## src/rtl/sub_pkg.sv

```systemverilog
// Shared types and defaults for the bit-serial subtractor.
package sub_pkg;

  localparam int DEF_WIDTH = 4;

  typedef enum logic [1:0] {
    IDLE  = 2'd0,
    SHIFT = 2'd1,
    DONE  = 2'd2
  } state_t;

endpackage

```

## src/rtl/serial_sub_borrow_if.sv

```systemverilog
// Start/busy/done handshake and operand/result bus of the serial subtractor.
interface serial_sub_borrow_if
  import sub_pkg::*;
#(
  parameter int WIDTH = DEF_WIDTH
) ();

  logic             start;
  logic [WIDTH-1:0] da;
  logic [WIDTH-1:0] db;
  logic             dbin;
  logic [WIDTH-1:0] ds;
  logic             dborrow;
  logic             busy;
  logic             done;

  modport master (
    output start, da, db, dbin,
    input  ds, dborrow, busy, done
  );

  modport slave (
    input  start, da, db, dbin,
    output ds, dborrow, busy, done
  );

endinterface

```

## src/rtl/full_sub_bit.sv

```systemverilog
// Combinational 1-bit full subtractor: d = a - b - bin, bout on underflow.
module full_sub_bit (
  input  logic a,
  input  logic b,
  input  logic bin,
  output logic d,
  output logic bout
);

  assign d    = a ^ b ^ bin;
  assign bout = (~a & b) | (~a & bin) | (b & bin);

endmodule

```

## src/rtl/serial_sub_borrow.sv

```systemverilog
// Bit-serial subtractor ds = da - db - dbin, LSB first, one bit per clock,
// with start/busy/done handshake and registered, held result.
module serial_sub_borrow
  import sub_pkg::*;
#(
  parameter  int WIDTH = DEF_WIDTH,
  localparam int CW    = $clog2(WIDTH + 1)
) (
  input logic                clk,
  input logic                rst,
  serial_sub_borrow_if.slave bus
);

  state_t           state, state_next;
  logic [WIDTH-1:0] ra, rb, rr, ds_q;
  logic             br, dborrow_q;
  logic [CW-1:0]    cnt;
  logic             d, bout, last;
  logic             busy, done;

  full_sub_bit u_bit (
    .a    (ra[0]),
    .b    (rb[0]),
    .bin  (br),
    .d    (d),
    .bout (bout)
  );

  assign last = (cnt == CW'(WIDTH - 1));

  // NOTE: every signal written here gets a default first so no latch is inferred.
  always_comb begin
    state_next = state;
    busy       = 1'b0;
    done       = 1'b0;
    unique case (state)
      IDLE:  if (bus.start) state_next = SHIFT;
      SHIFT: begin
        busy = 1'b1;
        if (last) state_next = DONE;
      end
      DONE: begin
        done       = 1'b1;
        state_next = IDLE;
      end
      default: state_next = IDLE;
    endcase
  end

  // NOTE: sequential state uses non-blocking assignments so all registers update together.
  always_ff @(posedge clk or posedge rst) begin
    if (rst) state <= IDLE;
    else     state <= state_next;
  end

  // NOTE: every register, including the shift registers, is reset so nothing starts as X.
  always_ff @(posedge clk or posedge rst) begin
    if (rst) begin
      ra        <= '0;
      rb        <= '0;
      rr        <= '0;
      br        <= 1'b0;
      cnt       <= '0;
      ds_q      <= '0;
      dborrow_q <= 1'b0;
    end else begin
      unique case (state)
        IDLE: if (bus.start) begin
          ra  <= bus.da;
          rb  <= bus.db;
          br  <= bus.dbin;
          rr  <= '0;
          cnt <= '0;
        end
        SHIFT: begin
          ra  <= ra >> 1;
          rb  <= rb >> 1;
          br  <= bout;
          rr  <= {d, rr[WIDTH-1:1]};
          cnt <= cnt + CW'(1);
          // The last bit is folded in here so the result lands on the same edge.
          if (last) begin
            ds_q      <= {d, rr[WIDTH-1:1]};
            dborrow_q <= bout;
          end
        end
        default: ;
      endcase
    end
  end

  assign bus.ds      = ds_q;
  assign bus.dborrow = dborrow_q;
  assign bus.busy    = busy;
  assign bus.done    = done;

endmodule

```

## src/flat_wrapper.sv

```systemverilog
// flat-port wrapper written by rule: the top's interface ports become plain ports
module serial_sub_borrow_flat import sub_pkg::*;
#(
  parameter  int WIDTH = DEF_WIDTH,
  localparam int CW    = $clog2(WIDTH + 1)
)
  (clk, rst, bus_start, bus_da, bus_db, bus_dbin, bus_ds, bus_dborrow, bus_busy, bus_done);
  serial_sub_borrow_if #(.WIDTH(WIDTH)) bus_i ();
  input logic clk;
  input logic rst;
  input wire logic [$bits(bus_i.start)-1:0] bus_start;
  input wire logic [$bits(bus_i.da)-1:0] bus_da;
  input wire logic [$bits(bus_i.db)-1:0] bus_db;
  input wire logic [$bits(bus_i.dbin)-1:0] bus_dbin;
  output wire logic [$bits(bus_i.ds)-1:0] bus_ds;
  output wire logic [$bits(bus_i.dborrow)-1:0] bus_dborrow;
  output wire logic [$bits(bus_i.busy)-1:0] bus_busy;
  output wire logic [$bits(bus_i.done)-1:0] bus_done;
  assign bus_i.start = bus_start;
  assign bus_i.da = bus_da;
  assign bus_i.db = bus_db;
  assign bus_i.dbin = bus_dbin;
  assign bus_ds = bus_i.ds;
  assign bus_dborrow = bus_i.dborrow;
  assign bus_busy = bus_i.busy;
  assign bus_done = bus_i.done;
  serial_sub_borrow #(.WIDTH(WIDTH)) u_core (.clk(clk), .rst(rst), .bus(bus_i));
endmodule
```

## config.mk

```make
export PLATFORM = sky130hd
export DESIGN_NAME = serial_sub_borrow_flat
export DESIGN_NICKNAME = d
export VERILOG_FILES = /design/src/rtl/sub_pkg.sv /design/src/rtl/serial_sub_borrow_if.sv /design/src/rtl/full_sub_bit.sv /design/src/rtl/serial_sub_borrow.sv /design/src/flat_wrapper.sv
export SDC_FILE = /design/constraint.sdc
export NUM_CORES = 1
export LEC_CHECK = 0
export BUFFER_PORTS_ARGS = -buffer_cell sky130_fd_sc_hd__buf_2
export CAP_MARGIN = 0
export CORE_MARGIN = 8
export CORE_UTILIZATION = 35
export DETAILED_ROUTE_END_ITERATION = 12
export PLACE_DENSITY_LB_ADDON = 0.15
export SETUP_SLACK_MARGIN = 0.5
export SYNTH_ARGS = -nofsm -noshare
export SYNTH_HDL_FRONTEND = slang
export SYNTH_SLANG_ARGS = --single-unit
```

## constraint.sdc

```tcl
create_clock -name clk -period 3.2 [get_ports clk]
set_input_delay 0.48 -clock clk [delete_from_list [all_inputs] [get_ports clk]]
set_output_delay 0.48 -clock clk [all_outputs]
set_load 0.05 [all_outputs]
```

Word-level counts from Yosys, hierarchy flattened --
Index checks and enable logic that the tools add are counted. W data, S select, Z words.
Cells by class: reductions and logical operators 5, $add $sub $neg 1, mux-type cells 15, bitwise operators 8, equality and inequality tests 5
Operators with widths (number):
- $pmux W4 S2 | 3
- $mux W4 | 3
- $pmux W3 S2 | 1
- $reduce_and A2 Y1 | 3
- $mux W2 | 2
- $pmux W2 S2 | 1
- $add A3 B1 Y3 const B | 1
- $and A1 B1 Y1 | 3
- $eq A3 B2 Y1 const B | 1
- $mux W1 | 3
- $mux W3 | 1
- $eq A2 B1 Y1 const B | 1
- $eq A2 B2 Y1 const B | 1
- $logic_not A2 Y1 | 1
- $ne A2 B1 Y1 const B | 1
- $ne A2 B2 Y1 const B | 1
- $or A1 B1 Y1 | 2
- $pmux W1 S2 | 1
- $reduce_bool A2 Y1 | 1
- $xor A1 B1 Y1 | 2
- $not A1 Y1 | 1
Word-level totals: flip-flop bits (word level) 23, output and inout port bits 7, word-level logic and storage cells 42

Longest topological paths before layout --
word-level depth 5, gate-level depth with buffers 5, mapped depth without buffers 5

Modules after synthesis --
A second synthesis with hierarchy kept.
Second synthesis, totals: cells, all modules 83, area total of the unflattened synthesis 1029.7 µm²
By module, submodules not included:
- serial_sub_borrow | cells each 80, area an instance 1002.2 µm², times used 1
- full_sub_bit | cells each 3, area an instance 27.5 µm², times used 1

Least setup slack after synthesis --
Ideal clock, no wire load.
kind register to output, start point register u_core.state[1], end point output bus_done, setup slack 1.542 ns, data arrival time 1.178 ns, cell stages (with the launch flop) 3, data required time 2.720 ns, buffers on the path 0, cells stage by stage dfrtp_1 inv_1 nor2_1
Between the ends: word-level cells in the longest chain between the ends 2
RTL lines:
- from (decl) | line serial_sub_borrow.sv:14 | state_t state, state_next;
- from (signal assigned) | line serial_sub_borrow.sv:53 | else state <= state_next;
- $eq A2 B2 Y1 | line serial_sub_borrow.sv:36 | unique case (state)
- $mux W1 | line serial_sub_borrow.sv:36
- to (decl) | line flat_wrapper.sv:18 | output wire logic [$bits(bus_i.done)-1:0] bus_done;
Every way passes these cells.

Final worst setup path --
start point register u_core.state[0], end point output bus_busy
Between the ends: word-level cells in the longest chain between the ends 2
RTL lines:
- $eq A2 B1 Y1 | line serial_sub_borrow.sv:36
- $mux W1 | line serial_sub_borrow.sv:36
- to (decl) | line flat_wrapper.sv:17 | output wire logic [$bits(bus_i.busy)-1:0] bus_busy;
Every way passes these cells.

==> run metrics <==
worst skew pair latency 0.30 ns; Die W approximately 69 um; Max Cap Violations 0; Yosys cell types 25; routed wire length ~2000 um; WL/cell 14.8 um; CTS Root Cell clkbuf_4; flop2flop setup slack roughly 1.6 ns; Mapped Nets 100; via/cell ratio 5.14; setup violators final 0; Critical Path Fanout Max 11; fmax roughly 470 MHz; Seq cells post-synth 22; final hold violations 0; post-synthesis sequential area ratio between 50% and 60%; Least-Margin Pin Slew 0.837 ns; ANT cells 0; Layout fillers 286; setup_tns 0 ns; worst setup path class flip-flop to output pin; Register-to-Register Path Depth 4; Pleak approximately 0.54 nW; setup bufs post-CTS 0; total global routing track utilization 10.0%; clock transition at the registers of the reported paths 0.13 ns; worst reg2reg path endpoint u_core.bus.ds[0]; PortBufs 18; mapped cell area 971 sq um; # DRC 0; vias in the first global route between 700 and 800; headroom to the max-slew limit 44.2%; Detailed Place HPWL 1470 um; hold_buf cts 0; CTS Buf Count 3; Setup WS pre-CTS about 1.4 ns; Worst EP required around 2.7 ns; Worst Setup Slack, final 1.06 ns; Core ar. 2690 sq um; Via Count 694; largest net degree at the start of global routing 23; post-layout min period about 2.1 ns; share of cells above drive strength 1 29.8%; mean post-synth cell area about 11 sq um; Crit. End Element output pin; clock sink total 22; most common cell after layout, fill and taps aside dfrtp_1; worst hold path type input pin to async pin; fin. max-slew vios 0; DRT Pass-1 Iters 4; Crit Reg-Reg Startpoint u_core.cnt[0]; CTS tree done; initial antenna violation count 0; # IOs 19; clk_skew 0.00611 ns; outcome finished, final reports clean; global-route wire length before repair 3550 um; Synth Warn # 0; num rows 19; initial DRC count 12; routability cong. 0.794; Peak VDD IR 0.657 mV; post_cts resized 0; Pwr Density 1120 nW/um^2; H-tree Lvls 1; die area approximately 4700 sq um; initial core utilization 36.1%; Layout area overhead 16.2%; Cells after Synth 85; Arrival @ worst endpoint around 1.7 ns; CP startpoint kind flip-flop; commonest non-fill, non-tap cells in the layout dfrtp_1, buf_2, o22ai_1, inv_1, a21oi_1; fin crit share 66.8%; unrepaired setup endpoints after global routing no; clk buf depth 2; post-route ant nets 0; Die Span Y approximately 70 um; GRT overflow 0; Final Net Count 120
worst max-delay path, stage by stage (launching register included):
cell,delay [ns]
dfrtp_1,0.54
or2b_1,0.41
inv_2,0.13
buf_2,0.27
routing by layer:
metal  up-vias  GRT usage [%]  routed length (um)
met5         -              0                   0
met4         0           5.37                  21
met3         2           2.91                  84
met2        13           15.2                 946
met1       338           12.6                 951
li1        341              -                   -
logic make-up after synthesis:
kind of cell | count (synthesis) | synth area share, %
AOI/OAI and AO/OA | 31 | 20.6
and+or+nand+nor | 13 | 7.48
DFF | 22 | 56.7
adders and majority gates | 3 | 4.64
muxes | 4 | 4.64
buffers and inverters | 12 | 5.93
synthesized netlist by cell type, drive strengths merged:
library cell  number  area share (%)
buf                3             2.4
nor3b              1            0.77
nand2              5             1.9
nand3b             1            0.77
dfrtp             22              57
a21oi              8             4.5
o31ai              1            0.77
a22o               3             2.7
or2b               1            0.77
inv                9             3.5
fa                 1             2.1
or4b               1             1.4
o21bai             1             1.2
o22a               1            0.90
ha                 2             2.6
nand2b             1            0.64
o22ai             11             7.1
nor2               3             1.2
mux2               4             4.6
o21ai              6             3.5
flip-flops by register name, indices dropped and copies added (netlist names):
name / count
u_core.bus.dborrow: 1
u_core.br: 1
u_core.state: 2
u_core.cnt: 3
u_core.bus.ds: 4
u_core.rb: 4
u_core.ra: 4
u_core.rr: 3
report_power, final:
part	total (mW)	switching, mW	leakage [nW]	internal (mW)
Combinational	0.552	0.346	0.245	0.205
Clock	0.211	0.0849	0.0279	0.127
Sequential	0.497	0.0920	0.272	0.405
Total	1.26	0.523	0.545	0.737
through the flow:
step           util, %  cells  hold WS, ns  area, sq um  power [mW]
6_report          42.0    135        0.316         1130        1.26
5_1_grt           42.0    135        0.380         1130        1.37
4_1_cts           42.0    135        0.346         1130        1.28
3_5_place_dp      40.1    131        0.470         1080        1.07
3_3_place_gp      40.1    131        0.477         1080        1.06
2_1_floorplan        -     85        0.451          971       0.946
area by class of cell:
type                            count  area [sq um]  share of cell area, %
Tap cell                           31          38.8                   3.44
Sequential cell                    22           551                   48.8
Timing Repair Buffer               18          90.1                   7.98
Clock buffer                        3          22.5                   2.00
Clock inverter                      1          30.0                   2.66
Multi-Input combinational cell     51           363                   32.2
Inverter                            9          33.8                   2.99
worst max path at each step:
stage               startpoint        to  cells past startpoint
4_1_cts        u_core.state[0]  bus_busy                      3
3_3_place_gp   u_core.state[0]  bus_busy                      3
5_1_grt        u_core.state[0]  bus_busy                      3
2_1_floorplan  u_core.state[1]  bus_done                      2
6_report       u_core.state[0]  bus_busy                      3
3_5_place_dp   u_core.state[0]  bus_busy                      3
Power figures use the tool's default switching activity.
